$ cat src/rtl/instr_fetch_stage.sv
// Fetch stage and IF/ID register: drives the instruction-memory handshake from the PC,
// holds the fetched word for the decoder and applies jump/branch redirects with no delay slot.
module instr_fetch_stage #(
  parameter logic [31:0] RESET_PC = 32'h0000_0000
) (
  input  logic        clk,
  input  logic        reset,
  output logic [31:0] imem_addr,
  output logic        imem_req,
  input  logic [31:0] imem_rdata,
  input  logic        imem_ready,
  input  logic        stall,
  input  logic [1:0]  PCSrc,
  input  logic        Branch,
  input  logic        branch_taken,
  input  logic [31:0] branch_target,
  input  logic [31:0] jr_target,
  output logic [31:0] id_instr,
  output logic [31:0] id_pc_plus4,
  output logic        id_valid,
  output logic [5:0]  OpCode,
  output logic [5:0]  Funct,
  output logic [1:0]  dbg_state
);

  typedef enum logic [1:0] {
    S_FETCH = 2'd0,
    S_HOLD  = 2'd1,
    S_DROP  = 2'd2
  } state_e;

  state_e      state_q, state_d;
  logic [31:0] pc_q, pc_d;
  logic [31:0] tgt_q, tgt_d;
  logic        started_q;
  logic [31:0] instr_q, instr_d;
  logic [31:0] pc4_q, pc4_d;
  logic        valid_q, valid_d;
  logic [31:0] buf_instr_q, buf_instr_d;
  logic [31:0] buf_pc4_q, buf_pc4_d;

  logic        redir;
  logic [31:0] target;
  logic [31:0] pc_plus4;
  logic        ready_seen;

  // Handshake: imem_req/imem_addr are held stable until imem_ready=1 completes the transfer;
  // imem_ready is ignored whenever no request is outstanding.
  assign imem_req    = started_q && (state_q != S_HOLD);
  assign imem_addr   = pc_q;
  assign id_instr    = instr_q;
  assign id_pc_plus4 = pc4_q;
  assign id_valid    = valid_q;
  assign OpCode      = instr_q[31:26];
  assign Funct       = instr_q[5:0];
  assign dbg_state   = state_q;

  assign pc_plus4   = pc_q + 32'd4;
  assign ready_seen = started_q && imem_ready;
  assign redir      = valid_q && !stall && ((PCSrc != 2'b00) || (Branch && branch_taken));

  always_comb begin
    target = branch_target;
    if (PCSrc == 2'b01)      target = {pc4_q[31:28], instr_q[25:0], 2'b00};
    else if (PCSrc == 2'b10) target = jr_target;
  end

  always_comb begin
    state_d     = state_q;
    pc_d        = pc_q;
    tgt_d       = tgt_q;
    instr_d     = instr_q;
    pc4_d       = pc4_q;
    valid_d     = valid_q;
    buf_instr_d = buf_instr_q;
    buf_pc4_d   = buf_pc4_q;
    unique case (state_q)
      S_FETCH: begin
        if (redir) begin
          instr_d = 32'h0;
          valid_d = 1'b0;
          if (ready_seen) begin
            pc_d = target;
          end else begin
            tgt_d   = target;
            state_d = S_DROP;
          end
        end else if (ready_seen) begin
          pc_d = pc_plus4;
          if (!stall) begin
            instr_d = imem_rdata;
            pc4_d   = pc_plus4;
            valid_d = 1'b1;
          end else begin
            buf_instr_d = imem_rdata;
            buf_pc4_d   = pc_plus4;
            state_d     = S_HOLD;
          end
        end else if (!stall) begin
          instr_d = 32'h0;
          valid_d = 1'b0;
        end
      end
      S_HOLD: begin
        if (redir) begin
          instr_d = 32'h0;
          valid_d = 1'b0;
          pc_d    = target;
          state_d = S_FETCH;
        end else if (!stall) begin
          instr_d = buf_instr_q;
          pc4_d   = buf_pc4_q;
          valid_d = 1'b1;
          state_d = S_FETCH;
        end
      end
      S_DROP: begin
        // The word answering the stale address is thrown away; IF/ID stays squashed.
        if (ready_seen) begin
          pc_d    = tgt_q;
          state_d = S_FETCH;
        end
      end
      default: state_d = S_FETCH;
    endcase
  end

  always_ff @(posedge clk or negedge reset) begin
    if (!reset) begin
      state_q     <= S_FETCH;
      pc_q        <= RESET_PC;
      tgt_q       <= 32'h0;
      started_q   <= 1'b0;
      instr_q     <= 32'h0;
      pc4_q       <= 32'h0;
      valid_q     <= 1'b0;
      buf_instr_q <= 32'h0;
      buf_pc4_q   <= 32'h0;
    end else begin
      state_q     <= state_d;
      pc_q        <= pc_d;
      tgt_q       <= tgt_d;
      started_q   <= 1'b1;
      instr_q     <= instr_d;
      pc4_q       <= pc4_d;
      valid_q     <= valid_d;
      buf_instr_q <= buf_instr_d;
      buf_pc4_q   <= buf_pc4_d;
    end
  end

endmodule

$ cat config.mk
export PLATFORM = sky130hd
export DESIGN_NAME = instr_fetch_stage
export DESIGN_NICKNAME = d
export VERILOG_FILES = /design/src/rtl/instr_fetch_stage.sv
export SDC_FILE = /design/constraint.sdc
export NUM_CORES = 1
export LEC_CHECK = 0
export ABC_CLOCK_PERIOD_IN_PS = 3100
export CAP_MARGIN = 40
export CORE_ASPECT_RATIO = 0.6
export CORE_MARGIN = 2
export CORE_UTILIZATION = 52
export DETAILED_ROUTE_END_ITERATION = 6
export HOLD_SLACK_MARGIN = 0.1
export PLACE_DENSITY = 0.78
export SYNTH_ARGS = -nofsm -noshare
export SYNTH_HDL_FRONTEND = slang
export SYNTH_SLANG_ARGS = --single-unit
$ cat constraint.sdc
create_clock -name clk -period 3.1 [get_ports clk]
set_clock_uncertainty 0.1 [all_clocks]
set_input_delay 0.775 -clock clk [delete_from_list [all_inputs] [get_ports clk]]
set_output_delay 0.775 -clock clk [all_outputs]
set_load 0.1 [all_outputs]
==> impl_metrics.tcl <==
set metrics [dict create \
    status "complete, no violations" \
    syn-num-nets 1247 \
    io_pins 216 \
    postCtsResizedCells 0 \
    post-route-period-util 0.891 \
    ys_warn_count 0 \
    async_flop_share 1.00 \
    crit_arrival_ps 1890 \
    cts_buffers 17 \
    portBuffers 215 \
    synth_compound_area_frac 0.169 \
    grt-ovfl-total 0 \
    clock_latency_ps 440 \
    yosysTopAreaCellShare 0.456 \
    setup.worst_path.start_class "flip-flop" \
    grt_pass1_vias 9292 \
    yosys_most_used_dff "dfrtp_1" \
    clock-root-buffer "clkbuf_16" \
    post_cts_buffers 0 \
    pre_cts_ws_ps 96.6 \
    synthXorXnorAreaFrac 0.0179 \
    design_area_um2 13600 \
    gr-usage-all-layers 0.290 \
    slew_headroom 0.435 \
    cpPeakStageDelay_ps 530 \
    via_count 9520 \
    clock-sinks 196 \
    first_pass_iters 7 \
    coreArea_um2 20200 \
    syn_avg_cell_area_um2 9.45 \
    slew_viol_final 0 \
    path_class "flip-flop to output pin" \
    syn_inst 1139 \
    drc 0 \
    setup_slack_ps 338 \
    hold_viol 0 \
    die_x_um 190 \
    areaGrowthSynthToFinish_pct 26.5 \
    antenna_found_initial 0 \
    synth_top_cells_by_count "nand2_1 (202), dfrtp_1 (196), o21ai_0 (117)" \
    ys_types 66 \
    avgViaCountPerCell 5.91 \
    cp-startpoint "dbg_state[1]$_DFFE_PN0P_" \
    ant_nets 0 \
    yosysMostFrequentCell "nand2_1" \
    drt_iter0_drc 848 \
    synth-seq-area-share 0.456 \
    top_usage_layer "met2" \
    wl_per_cell_um 19.2 \
    hold_path.class "primary input to async pin" \
    path_max_fanout 27 \
    dp_hpwl_mm 22.4 \
    setup_violations 0 \
    tns_ps 0 \
    clock.fmax_ghz 0.362 \
    path_clk_slew_ps 70 \
    cts_tree "built" \
    place_congestion 0.922 \
    htree_levels 4 \
    drive_gt1_frac 0.194 \
    tightest_slew_ps 841 \
    postPlaceCellArea_um2 13000 \
    period_minus_slack_ps 2760 \
    cp_cell_sequence "inv_1, ha_4, nor2b_4, buf_4" \
    yosys.area_share.simple 0.146 \
    grt_pass1_wl_mm 49.4 \
    syn_area_um2 10800 \
    r2r_start "dbg_state[1]$_DFFE_PN0P_" \
    synth.area.mux_share 0.160 \
    synth_top_family_by_area "compound AO/OA/AOI/OAI gates" \
    diodes 0 \
    synth_edf_count 0 \
    rsz0062_at_grt "no" \
    layout.nets 1432 \
    synth-seq-cells 196 \
    use_met2 0.462 \
    maxCapViolCount 0 \
    met3_usage 0.0584 \
    initial_core_util 0.534 \
    clockBufferDepth 2 \
    drt-total-wl_mm 30.8 \
    end_kind "output pin" \
    die_area_um2 21900 \
    rows 40 \
    die_y_um 115 \
    synth_area_leaders "dfrtp_1 (46%), mux2i_1 (11%), nand2_1 (7.0%), mux2_2 (5.4%), o21ai_0 (5.4%)" \
    yosys.area.top_type "dfrtp_1" \
    critPathSlowestCell "dfrtp_4" \
    required_ps 2220 \
    grt_max_degree 74 \
    postCtsHoldBufs 0 \
    synth_fa_ha_area_frac 0.00465 \
    use_met1 0.415 \
]
==> cells in the final DEF (no fill, tap or decap), types with 7 or more instances in the layout <==
| cell type | instances |
|---|---|
| buf_4 | 150 |
| inv_1 | 15 |
| a31oi_1 | 7 |
| clkdlybuf4s50_1 | 100 |
| xor2_1 | 10 |
| clkbuf_16 | 17 |
| o21ai_0 | 116 |
| nand2_1 | 202 |
| nor3_1 | 19 |
| o31ai_1 | 10 |
| o211ai_1 | 16 |
| nand4_1 | 12 |
| mux2_2 | 52 |
| a211oi_1 | 14 |
| a21oi_1 | 55 |
| nand3_1 | 29 |
| a21o_1 | 10 |
| xnor2_1 | 12 |
| buf_12 | 8 |
| mux2i_1 | 113 |
| dfrtp_1 | 194 |
| nor2_1 | 49 |
==> stage by stage <==
stage	util	instances	hold slack, ps
after global routing	0.675	1610	308
final	0.675	1610	271
after CTS	0.675	1610	277
after global placement	0.646	1578	359
after detailed placement	0.646	1578	364
after floorplan	-	1139	345
==> cell type report <==
cell class | count | area, um2
tap | 273 | 342
clock buffer | 19 | 433
timing repair buffer | 260 | 2310
multi-input combinational | 834 | 5410
fill | 1589 | 6560
clock inverter | 13 | 159
sequential | 196 | 4910
inverter | 15 | 56.3
==> state kept, by name (all words and copies together), names as in the netlist <==
signal,count
id_pc_plus4,32
buf_instr_q,32
started_q,1
id_valid,1
id_instr,32
buf_pc4_q,32
imem_addr,32
tgt_q,32
dbg_state,2
==> cells by family after synthesis <==
kind of cell             after synthesis
buffers and inverters                109
XOR/XNOR                              22
adder cells (fa/ha/maj)                4
flip-flops                           196
multiplexers                         165
other                                  1
AND/OR/NAND/NOR                      351
AO/OA/AOI/OAI                        291
==> layer usage <==
layer | vias to the layer above | routed length [um]
li1 | 4428 | -
met1 | 4714 | 14200
met2 | 358 | 14000
met3 | 20 | 2410
met4 | 0 | 308
met5 | - | 0
==> worst max-delay path: cells and delay by family, from the launching register on <==
family,cells,cell delay (ps)
AND/OR/NAND/NOR,1,70
adder cells (fa/ha/maj),1,420
buffers and inverters,2,410
flip-flops,1,530
==> final timing paths <==
check,depth (start not counted),end,slack [ps]
worst min register to register,1,id_pc_plus4[7]$_DFFE_PN0P_,380
min in group clk,1,id_pc_plus4[7]$_DFFE_PN0P_,380
worst max register to register,7,imem_addr[4]$_DFFE_PN0P_,350
worst max-delay path,4,imem_req,340
max in group asynchronous,2,buf_instr_q[6]$_DFFE_PN0P_,1910
worst min-delay path,1,buf_pc4_q[31]$_DFFE_PN0P_,270
Power is left out: the tool's default activity adds up to more than one toggle a clock period on the data nets, which glitch-free logic cannot reach.
